==> src/rtl/spsram_arb2.sv <==
// spsram_arb2: two-port round-robin arbiter/sequencer
// for a single-port SRAM with 1-cycle synchronous read.
module spsram_arb2 #(
  parameter int BW_DATA = 32,
  parameter int BW_ADDR = 5
) (
  input  logic               clk,
  input  logic               rstn,
  input  logic               i_req_valid0,
  input  logic               i_req_valid1,
  output logic               o_req_ready0,
  output logic               o_req_ready1,
  input  logic               i_req_we0,
  input  logic               i_req_we1,
  input  logic [BW_ADDR-1:0] i_req_addr0,
  input  logic [BW_ADDR-1:0] i_req_addr1,
  input  logic [BW_DATA-1:0] i_req_data0,
  input  logic [BW_DATA-1:0] i_req_data1,
  output logic               o_rsp_valid0,
  output logic               o_rsp_valid1,
  output logic [BW_DATA-1:0] o_rsp_data0,
  output logic [BW_DATA-1:0] o_rsp_data1,
  output logic               o_mem_cen,
  output logic               o_mem_wen,
  output logic               o_mem_oen,
  output logic [BW_ADDR-1:0] o_mem_addr,
  output logic [BW_DATA-1:0] o_mem_data,
  input  logic [BW_DATA-1:0] i_mem_data
);

  logic               prio;
  logic               acc0;
  logic               acc1;
  logic               acc;
  logic               sel_we;
  logic [BW_ADDR-1:0] sel_addr;
  logic [BW_DATA-1:0] sel_data;
  logic               t1_v;
  logic               t1_id;
  logic               t2_v;
  logic               t2_id;

  // Grant: sole requester wins; on contention prio decides.
  assign acc0 = i_req_valid0 & (~i_req_valid1 | ~prio);
  assign acc1 = i_req_valid1 & (~i_req_valid0 | prio);
  assign acc  = acc0 | acc1;

  assign o_req_ready0 = acc0;
  assign o_req_ready1 = acc1;

  // Mux the fields of the granted port.
  always_comb begin
    sel_we   = i_req_we0;
    sel_addr = i_req_addr0;
    sel_data = i_req_data0;
    unique case (1'b1)
      acc1: begin
        sel_we   = i_req_we1;
        sel_addr = i_req_addr1;
        sel_data = i_req_data1;
      end
      default: ;
    endcase
  end

  // Round-robin pointer: points away from the last winner.
  always_ff @(posedge clk or negedge rstn) begin
    if (!rstn) begin
      prio <= 1'b0;
    end else if (acc) begin
      prio <= acc0;
    end
  end

  // Stage 1: registered SRAM command.
  always_ff @(posedge clk or negedge rstn) begin
    if (!rstn) begin
      o_mem_cen  <= 1'b0;
      o_mem_wen  <= 1'b0;
      o_mem_oen  <= 1'b0;
      o_mem_addr <= '0;
      o_mem_data <= '0;
    end else begin
      o_mem_cen <= acc;
      o_mem_wen <= acc & sel_we;
      o_mem_oen <= acc & ~sel_we;
      if (acc) begin
        o_mem_addr <= sel_addr;
        o_mem_data <= sel_data;
      end
    end
  end

  // Read tag follows the command and the SRAM output stage.
  always_ff @(posedge clk or negedge rstn) begin
    if (!rstn) begin
      t1_v  <= 1'b0;
      t1_id <= 1'b0;
      t2_v  <= 1'b0;
      t2_id <= 1'b0;
    end else begin
      t1_v  <= acc & ~sel_we;
      t1_id <= acc1;
      t2_v  <= t1_v;
      t2_id <= t1_id;
    end
  end

  // Stage 2: capture read data for the tagged port.
  always_ff @(posedge clk or negedge rstn) begin
    if (!rstn) begin
      o_rsp_valid0 <= 1'b0;
      o_rsp_valid1 <= 1'b0;
      o_rsp_data0  <= '0;
      o_rsp_data1  <= '0;
    end else begin
      o_rsp_valid0 <= t2_v & ~t2_id;
      o_rsp_valid1 <= t2_v & t2_id;
      if (t2_v & ~t2_id) o_rsp_data0 <= i_mem_data;
      if (t2_v & t2_id)  o_rsp_data1 <= i_mem_data;
    end
  end

endmodule
==> config.mk <==
export PLATFORM = sky130hd
export DESIGN_NAME = spsram_arb2
export DESIGN_NICKNAME = d
export VERILOG_FILES = /design/src/rtl/spsram_arb2.sv
export SDC_FILE = /design/constraint.sdc
export NUM_CORES = 1
export LEC_CHECK = 0
export CAP_MARGIN = 20
export CORE_AREA = 2 2 152 80
export CTS_CLUSTER_SIZE = 14
export DETAILED_ROUTE_END_ITERATION = 7
export DIE_AREA = 0 0 154 82
export GPL_ROUTABILITY_DRIVEN = 0
export PLACE_DENSITY_LB_ADDON = 0.15
export SLEW_MARGIN = 10
export SYNTH_ARGS = -nofsm -noshare
export SYNTH_HDL_FRONTEND = slang
export SYNTH_SLANG_ARGS = --single-unit
==> constraint.sdc <==
create_clock -name clk -period 1.8 [get_ports clk]
set_input_delay 0.45 -clock clk [delete_from_list [all_inputs] [get_ports clk]]
set_output_delay 0.45 -clock clk [all_outputs]
set_load 0.01 [all_outputs]
==> Word level (Yosys, flattened, before mapping) <==
Index checks and enable logic that the tools add are counted.
{ "word_totals": {"regBits": 110, "in_bits": 112, "elab_cells": 30} }
{ "classes": {"n_mux": 3, "bitwise_logic": 14} }
{ "ops": {"columns": ["op", "count"], "rows": [
  ["32-bit two-way mux", 1],
  ["1-bit bitwise AND", 6],
  ["5-bit two-way mux", 1],
  ["1-bit inverter", 5],
  ["1-bit OR", 3],
  ["1-bit two-way mux", 1]
]} }

==> Depth between registers and ports, before layout <==
{ "logic_depth": {"ltp_word": 6, "depth_mapped": 5} }

==> Worst setup path after synthesis <==
Ideal clock, no wire load.
{ "synth_path": {"kind": "input to output", "from": "in i_req_valid1", "to": "out o_req_ready0", "arrival_ns": 0.804, "slack_ns": 0.546, "path_stages": 4, "cell_sequence": "nand2_2 -> buf_6 -> nand2_1 -> inv_1"} }
{ "synth_between": {"elab_chain_len": 3} }
{ "synth_rtl": {"columns": ["element", "line", "text"], "rows": [
  ["start, declared", "10", "input logic i_req_valid1,"],
  ["1-bit inverter", "44", "assign acc0 = i_req_valid0 & (~i_req_valid1 | ~prio);"],
  ["1-bit OR", "44", null],
  ["1-bit bitwise AND", "44", null],
  ["end, declared", "11", "output logic o_req_ready0,"]
]} }
No other way between the ends.

==> Final worst setup path <==
{ "layout_path": {"from": "reg o_rsp_data0[9]", "to": "out o_rsp_data0[9]"} }
{ "layout_lines": {"columns": ["element", "line", "text"], "rows": [
  ["start, declared", "21", "output logic [BW_DATA-1:0] o_rsp_data0,"],
  ["start signal, assigned", "119", "if (t2_v & ~t2_id) o_rsp_data0 <= i_mem_data;"]
]} }
No word-level cell between the ends.

==> results_dict.tcl <==
set metrics [dict create \
    status "finished, final reports clean" \
    irDropWorstVdd_mv 0.566 \
    maxCapViolations 0 \
    grt_pass1_wl_mm 21.4 \
    nFillCells 868 \
    synthTopCellsByArea "dfrtp_1 56%, mux2_4 8.8%, mux2_2 8.0%" \
    netlist_instances 367 \
    dp_cells 719 \
    cts_buffer_depth 2 \
    end_kind "primary output" \
    ctsRootBufferMaster "clkbuf_16" \
    async_flop_share_pct 100 \
    drt_wl_total_mm 13.6 \
    synth.most_common_cell "dfrtp_1" \
    grt_pass1_vias 4090 \
    tritoncts "done" \
    drc 0 \
    vias 3853 \
    syn_area_per_cell_um2 13.4 \
    relSlewSlack_pct 51.9 \
    cp-start-kind "register" \
    synth.distinct_cells 19 \
    slew_violations 0 \
    yosysTopAreaCell "dfrtp_1" \
    clock_skew_ps 5.72 \
    grtUsageTotal_pct 21.9 \
    worst_ep_arrival_time_ps 1290 \
    syn_nets 479 \
    finalHoldViolCount 0 \
    numCtsBuffers 9 \
    fin_nets 694 \
    core_area_um2 11400 \
    drive_above_1_share_pct 17.7 \
    total_leakage_power_uw 0.00333 \
    dr.pass1.iters 4 \
    dieWidth_um 154 \
    setup_violations 0 \
    clock_sinks 110 \
    viasPerCell 5.23 \
    drt_iter0_drc 181 \
    setup_tns_ps 0 \
    port-buffer-count 219 \
    grt_antenna_before_repair 0 \
    p_per_area_nw_per_um2 1060 \
    area_growth_pct 52.6 \
    fp.dieH_um 82 \
    drtAntennaViolNets 0 \
    cp_slowest_stage_delay_ps 580 \
    path_cells "clkdlybuf4s50_1" \
    crit_required_ps 1350 \
    synth_top_area_share_pct 55.9 \
    synth_common_cells "110 x dfrtp_1, 38 x o21ai_1, 37 x a31oi_1, 37 x and3_1, 37 x mux2i_1" \
    fin_crit_sh_pct 96.7 \
    cp_top_family "buffers and inverters" \
    ys_warn_count 0 \
    stdcell_count 737 \
    max_freq_mhz 574 \
    post-dp-hpwl_mm 9.65 \
    hold_class "register to register" \
    synth_edf_count 0 \
    clk_latency_ps 350 \
    htree_levels 3 \
    path_clk_slew_ps 70 \
    start_util_pct 43.3 \
    yosys_register_bits 110 \
    cp_max_fo 2 \
    min_period_ps 1740 \
    final_core_util_pct 66.0 \
    antenna_cells 0 \
    worstSetupPathType "register to primary output" \
    syn-cell-area_um2 4930 \
    crit_buf_inv 1 \
    grt_max_degree 76 \
    ys.flop_type "dfrtp_1" \
    power_uw 7950 \
    crit_path_top_delay_cell "clkdlybuf4s50_1" \
    rsz0062_at_grt "false" \
    io-pin-count 220 \
    grt-ovfl-total 0 \
    num_rows 28 \
    wl_per_cell_um 18.5 \
    tightestPinTransition_ps 722 \
    die_area_um2 12600 \
    yosysSeqAreaShare_pct 55.9 \
    hold_ws_ps 355 \
]
-- placed cells by master (no fill, tap or decap), drive strengths merged --
| master | count |
|---|---|
| clkdlybuf4s50 | 214 |
| dfrtp | 110 |
| mux2 | 64 |
| o21ai | 38 |
| mux2i | 37 |
| and3 | 37 |
| a31oi | 37 |
| buf | 19 |
| clkbuf | 10 |
| inv | 9 |
| nand2 | 3 |
| clkinv | 2 |
| or2 | 1 |
| a22o | 1 |
| o22ai | 1 |
| nor2b | 1 |
| a21boi | 1 |
| dlygate4sd3 | 1 |
| dlygate4sd2 | 1 |
-- path summary, 6_finish.rpt --
check / startpoint / end / slack, ps / depth (start not counted)
setup / recovery: o_rsp_data0[9]$_DFFE_PN0P_ / o_rsp_data0[9] / 60 / 1
setup reg to reg: t2_id$_DFF_PN0_ / o_rsp_data0[31]$_DFFE_PN0P_ / 480 / 3
hold reg to reg: t1_id$_DFF_PN0_ / t2_id$_DFF_PN0_ / 360 / 0
min in group asynchronous: rstn / o_mem_addr[3]$_DFFE_PN0P_ / 540 / 2
hold / removal: t1_id$_DFF_PN0_ / t2_id$_DFF_PN0_ / 360 / 0
max in group asynchronous: rstn / o_rsp_data1[18]$_DFFE_PN0P_ / 700 / 3
-- layer usage --
layer	track usage (%)	routed length [um]	vias to the layer above
met5	0	0	-
met4	5.51	133	0
met3	7.60	1050	11
met2	36.9	6410	120
met1	27.5	6030	1944
li1	-	-	1778
-- power breakdown --
| group | total, uW | internal [uW] | switching [uW] |
|---|---|---|---|
| clock | 2000 | 1020 | 977 |
| combinational | 2660 | 1670 | 995 |
| sequential | 3290 | 2990 | 299 |
-- per-stage QoR --
stage               cell area (um2)  setup slack [ps]
global route                   7520              9.09
finish                         7520              59.2
detailed placement             7210             -27.3
global placement               7210             -21.1
CTS                            7530              19.5
floorplan                      4930               546
-- logic make-up after synthesis --
family | count (synthesis) | share of synthesized area [%]
AND/OR/NAND/NOR | 42 | 5.43
buffers and inverters | 36 | 5.36
flip-flops | 110 | 55.9
multiplexers | 101 | 24.3
AO/OA/AOI/OAI | 78 | 9.01
-- what timing repair did --
item / 4_1_cts / 5_1_grt
gates resized for setup: 5 / 1
buffers inserted: 1 / 0
hold buffers: 1 / 0
hold endpoints to repair: 2 / 0
setup endpoints to repair: 2 / 1
-- final cells by class --
class	instances	area (um2)	share of cell area (%)
Clock inverter	6	60.1	0.799
Timing Repair Buffer	235	2350	31.2
Tap cell	150	188	2.50
Inverter	5	18.8	0.250
Sequential cell	110	2750	36.6
Clock buffer	10	239	3.18
Multi-Input combinational cell	221	1920	25.5
-- state kept, by name, indices dropped and copies added, names as in the netlist --
signal and cells:
o_mem_addr 5, t1_id 1, t2_id 1, o_rsp_data1 32
t1_v 1, t2_v 1, o_mem_data 32, o_mem_cen 1
o_rsp_valid1 1, o_mem_wen 1, prio 1, o_rsp_valid0 1
o_rsp_data0 32
Power figures use the tool's default switching activity.
